===== config.mk =====
export PLATFORM = sky130hd
export DESIGN_NAME = mux_rr_arbiter
export DESIGN_NICKNAME = d
export VERILOG_FILES = /design/src/rtl/mux_pkg.sv /design/src/rtl/rr_pick.sv /design/src/rtl/mux_rr_arbiter.sv
export SDC_FILE = /design/constraint.sdc
export NUM_CORES = 1
export LEC_CHECK = 0
export BUFFER_PORTS_ARGS = -buffer_cell sky130_fd_sc_hd__buf_2
export CORE_MARGIN = 5
export CORE_UTILIZATION = 40
export CTS_BUF_LIST = sky130_fd_sc_hd__clkbuf_4 sky130_fd_sc_hd__clkbuf_8
export DETAILED_ROUTE_END_ITERATION = 8
export GPL_TIMING_DRIVEN = 0
export PLACE_DENSITY = 0.7
export SYNTH_ARGS = -nofsm -noshare
export SYNTH_HDL_FRONTEND = slang
export SYNTH_SLANG_ARGS = --single-unit

===== constraint.sdc =====
create_clock -name clk -period 2.6 [get_ports clk]
set_input_delay 0.26 -clock clk [delete_from_list [all_inputs] [get_ports clk]]
set_output_delay 0.26 -clock clk [all_outputs]
set_load 0.02 [all_outputs]

===== src/rtl/mux_pkg.sv =====
// Shared definitions for the round-robin packet arbiter: state encoding and
// the width helper used to size select and beat-counter fields.
package mux_pkg;

  typedef enum logic {
    ST_IDLE = 1'b0,
    ST_BUSY = 1'b1
  } state_e;

  // Number of bits needed to hold values 0..n-1, never less than one.
  function automatic int clogb2(input int n);
    int r;
    r = 0;
    for (int v = n - 1; v > 0; v = v >> 1) begin
      r++;
    end
    return (r < 1) ? 1 : r;
  endfunction

endpackage


===== src/rtl/rr_pick.sv =====
// Rotating-priority encoder: picks the first requester strictly after ptr in
// circular order and reports it as one-hot, as an index, and as "any".
module rr_pick
  import mux_pkg::*;
#(
  parameter int CHANNELS = 4,
  localparam int SELW = clogb2(CHANNELS)
) (
  input  logic [CHANNELS-1:0] req,
  input  logic [SELW-1:0]     ptr,
  output logic [CHANNELS-1:0] win,
  output logic [SELW-1:0]     idx,
  output logic                any
);

  logic [SELW-1:0] k;

  // Scan from the farthest distance down so the nearest requester is the
  // last assignment and therefore the winner.
  always_comb begin
    win = '0;
    idx = '0;
    any = 1'b0;
    k   = '0;
    for (int d = CHANNELS; d >= 1; d--) begin
      k = SELW'((int'(ptr) + d) % CHANNELS);
      if (req[k]) begin
        win    = '0;
        win[k] = 1'b1;
        idx    = k;
        any    = 1'b1;
      end
    end
  end

endmodule


===== src/rtl/mux_rr_arbiter.sv =====
// Round-robin packet arbiter: locks one requester onto the shared output until
// its last beat (or MAX_BEATS beats) is accepted, then rotates priority.
module mux_rr_arbiter
  import mux_pkg::*;
#(
  parameter int WIDTH     = 8,
  parameter int CHANNELS  = 4,
  parameter int MAX_BEATS = 16,
  localparam int SELW = clogb2(CHANNELS)
) (
  input  logic                      clk,
  input  logic                      rst,
  input  logic [CHANNELS*WIDTH-1:0] in_bus,
  input  logic [CHANNELS-1:0]       in_valid,
  input  logic [CHANNELS-1:0]       in_last,
  output logic [CHANNELS-1:0]       in_ready,
  output logic [WIDTH-1:0]          out_data,
  output logic                      out_valid,
  output logic                      out_last,
  input  logic                      out_ready,
  output logic [CHANNELS-1:0]       grant,
  output logic [SELW-1:0]           sel,
  output logic                      forced
);

  localparam int CNTW = clogb2(MAX_BEATS + 1);

  state_e                state_q, state_d;
  logic [CHANNELS-1:0]   grant_q, grant_d;
  logic [SELW-1:0]       sel_q, sel_d;
  logic [SELW-1:0]       ptr_q, ptr_d;
  logic [CNTW-1:0]       cnt_q, cnt_d;
  logic                  forced_q, forced_d;

  logic [CHANNELS-1:0]   pick_win;
  logic [SELW-1:0]       pick_idx;
  logic                  pick_any;

  logic                  busy;
  logic                  beat_acc;
  logic                  last_acc;
  logic                  cap_hit;
  logic                  release_pkt;

  rr_pick #(
    .CHANNELS(CHANNELS)
  ) u_pick (
    .req(in_valid),
    .ptr(ptr_q),
    .win(pick_win),
    .idx(pick_idx),
    .any(pick_any)
  );

  assign busy        = (state_q == ST_BUSY);
  assign beat_acc    = busy && in_valid[sel_q] && out_ready;
  assign last_acc    = beat_acc && in_last[sel_q];
  assign cap_hit     = beat_acc && ((cnt_q + CNTW'(1)) == CNTW'(MAX_BEATS));
  assign release_pkt = last_acc || cap_hit;

  always_ff @(posedge clk) begin
    if (rst) begin
      state_q <= ST_IDLE;
    end else begin
      state_q <= state_d;
    end
  end

  always_comb begin
    state_d = state_q;
    case (state_q)
      ST_IDLE: if (pick_any)    state_d = ST_BUSY;
      ST_BUSY: if (release_pkt) state_d = ST_IDLE;
      default:                  state_d = ST_IDLE;
    endcase
  end

  // The data path is purely combinational from the registered select.
  always_comb begin
    out_data  = in_bus[int'(sel_q)*WIDTH +: WIDTH];
    out_valid = 1'b0;
    out_last  = 1'b0;
    in_ready  = '0;
    if (busy) begin
      out_valid       = in_valid[sel_q];
      out_last        = in_last[sel_q];
      in_ready[sel_q] = out_ready;
    end
  end

  always_comb begin
    grant_d  = grant_q;
    sel_d    = sel_q;
    ptr_d    = ptr_q;
    cnt_d    = cnt_q;
    forced_d = 1'b0;
    if (!busy) begin
      if (pick_any) begin
        grant_d = pick_win;
        sel_d   = pick_idx;
      end
    end else if (beat_acc) begin
      cnt_d = cnt_q + CNTW'(1);
      if (release_pkt) begin
        grant_d  = '0;
        ptr_d    = sel_q;
        cnt_d    = '0;
        // A beat carrying last ends the packet normally even at the cap.
        forced_d = cap_hit && !in_last[sel_q];
      end
    end
  end

  always_ff @(posedge clk) begin
    if (rst) begin
      grant_q  <= '0;
      sel_q    <= '0;
      ptr_q    <= SELW'(CHANNELS - 1);
      cnt_q    <= '0;
      forced_q <= 1'b0;
    end else begin
      grant_q  <= grant_d;
      sel_q    <= sel_d;
      ptr_q    <= ptr_d;
      cnt_q    <= cnt_d;
      forced_q <= forced_d;
    end
  end

  assign grant  = grant_q;
  assign sel    = sel_q;
  assign forced = forced_q;

endmodule

==> flow_metrics.tcl <==
set metrics [dict create \
    syn_area_um2 1435 \
    grt_max_degree 11 \
    wl_um 3816 \
    place.gp.congestion 0.7957 \
    max_slew_margin 0.5961 \
    start_kind "register" \
    clock_skew_ns 0.01555 \
    p_leak_uw 0.0008196 \
    syn_nets 211 \
    drt_iter0_markers 61 \
    antenna_found_initial 0 \
    p_int_uw 446.0 \
    async_flop_share 0 \
    grt_pass1_vias 1376 \
    wire_per_inst_um 14.19 \
    synth_top_cells_by_area "dfxtp_1 (21%), mux4_2 (20%), ha_1 (8.7%)" \
    finalHoldViolCount 0 \
    fin_nets 277 \
    synth.top_cell.area_share 0.2092 \
    h-tree-depth 1 \
    dpl.hpwl_um 3096 \
    vias 1412 \
    ios 64 \
    cts-root-buf "clkbuf_4" \
    yosys_warnings 0 \
    dieArea_um2 4886 \
    die_y_um 69.90 \
    fin_crit_ns 2.436 \
    grt.overflow.total 0 \
    setup_ws_ns 0.1642 \
    period_share 0.9369 \
    grt_usage 0.1620 \
    setup_viol 0 \
    drv_slew 0 \
    end_kind "register" \
    drc 0 \
    irDropWorstVdd_v 0.0001899 \
    critPathKind "register to register" \
    via_per_inst 5.249 \
    cp.arrival_ns 2.66 \
    yosysSeqAreaShare 0.2092 \
    status "complete, no violations" \
    start_util 0.4201 \
    syn_avg_cell_area_um2 9.083 \
    preCtsSetupSlack_ns -0.09958 \
    area_growth_pct 30.17 \
    hold_path.class "input port to register" \
    rsz0062_at_grt "false" \
    cts_tree "done" \
    yosysTopAreaCell "dfxtp_1" \
    timing.max_cap.violations 0 \
    powerDensity_nw_per_um2 372.4 \
    seqPwrFrac 0.361 \
    critical_path.max_fanout 8 \
    die_w_um 69.90 \
    comb_power_share 0.430 \
    whs_ns 0.2799 \
    clkSinkCount 15 \
    n_antenna_cell 0 \
    grt_pass1_wl_um 6665 \
    post-cts-setup-buffers 0 \
    synth.distinct_cells 38 \
    cts_buffer_depth 2 \
    cp.required_ns 2.82 \
    insertion_delay_ns 0.29 \
    pwr-share-clk 0.209 \
    drt_first_pass_iters 4 \
    path_clk_slew_ns 0.10 \
    worst_pin_slew_ns 0.6004 \
    ys_ff_latch 15 \
    postRouteAntennaNets 0 \
    numCtsBuffers 3 \
    coreArea_um2 3416 \
    row_count 21 \
    synth_ff_type "dfxtp_1" \
    p_sw_uw 249.6 \
    synth_edf_count 0 \
    cts_hold_buf 0 \
    max_freq_mhz 410.5 \
    switching_share 0.3588 \
    drive_above_1_share 0.4439 \
    port_buffers 61 \
    synth_cells 158 \
]
==> flip-flops by register name, summed over array words and instances (netlist names) <==
signal and cells:
cnt_q 5, grant 4, ptr_q 2, sel 2, busy 1, forced 1
==> cell usage in the layout (no fill, tap or decap), types with 5 or more instances in the layout <==
cell type,synthesis,final
buf_2,5,65
nor2_1,19,19
dfxtp_1,15,14
mux4_2,13,13
nand2_1,10,10
ha_1,10,10
a21oi_1,8,8
inv_1,7,7
nand3_1,6,6
o21ai_1,6,6
clkbuf_4,0,5
nor3_1,5,5
a221oi_1,6,5
==> critical path, cell delays in order (launching register included) <==
cell and delay, ns:
dfxtp_1 0.43, buf_2 0.24, inv_1 0.11, ha_1 0.37
mux2_2 0.39, mux2i_4 0.22, nor2_1 0.07, a2111oi_1 0.39
a221o_1 0.16
==> synth_stat cells, drive strengths merged (3+ instances only) <==
cell / instances
a2111oi: 4
nor2b: 3
o21ai: 9
mux2i: 4
nor3: 5
inv: 10
nand3: 6
ha: 10
mux4: 13
and2: 4
nor2: 19
a221o: 4
a221oi: 6
dfxtp: 15
nand2: 10
a21oi: 8
buf: 9
==> per-layer routing <==
| metal | vias to the layer above | wire, um | GRT usage |
|---|---|---|---|
| met5 | - | 0 | 0 |
| met1 | 673 | 1799 | 0.2270 |
| li1 | 728 | - | - |
| met4 | 0 | 27 | 0.04468 |
| met3 | 2 | 55 | 0.01435 |
| met2 | 9 | 1933 | 0.2655 |
==> area by class of cell <==
type,instances,area (um^2)
clock buffers,4,30.03
plain buffers,11,65.06
flip-flops and latches,15,304.0
inverters,10,37.54
well taps,46,57.56
repair buffers,61,305.3
multi-input cells,122,1069
fillers,338,1548
==> kinds of logic after synthesis <==
family,after synthesis,synth area share
flip-flops,15,0.2092
buffers and inverters,21,0.06975
AND/OR/NAND/NOR,55,0.1883
adder cells (fa/ha/maj),10,0.08718
AO/OA/AOI/OAI,38,0.1979
multiplexers,19,0.2476
==> through the flow <==
stage / std cells / TNS [ns] / power (uW) / util / instance area (um^2)
after global placement: 265 / -0.2222 / 541.7 / 0.5264 / 1798
after detailed placement: 265 / -0.3067 / 543.5 / 0.5264 / 1798
after global routing: 269 / 0 / 739.9 / 0.5469 / 1868
after CTS: 269 / 0 / 691.3 / 0.5366 / 1833
after floorplan: 158 / 0 / 452.6 / - / 1435
final: 269 / 0 / 695.7 / 0.5469 / 1868
==> path summary, 6_finish.rpt <==
| path | start | end | cells past startpoint | slack [ns] |
|---|---|---|---|---|
| worst max-delay path | ptr_q[1] | grant[1] | 8 | 0.16 |
| worst min-delay path | rst | forced | 3 | 0.28 |
| worst min register to register | grant[2] | grant[2] | 1 | 0.49 |
| worst max register to register | ptr_q[1] | grant[1] | 8 | 0.16 |
==> power by group through the flow <==
stage	registers [uW]	logic (uW)	clock network, uW
finish	251	299	145
global route	254	328	158
CTS	252	289	150
detailed placement	257	286	0
global placement	257	284	0
floorplan	266	186	0
==> timing repair <==
action / in CTS / in global routing
setup endpoints to repair: 4 / 4
hold endpoints to repair: 0 / 0
resized for setup: 2 / 7
No activity file was read; power rests on OpenSTA's default activity.
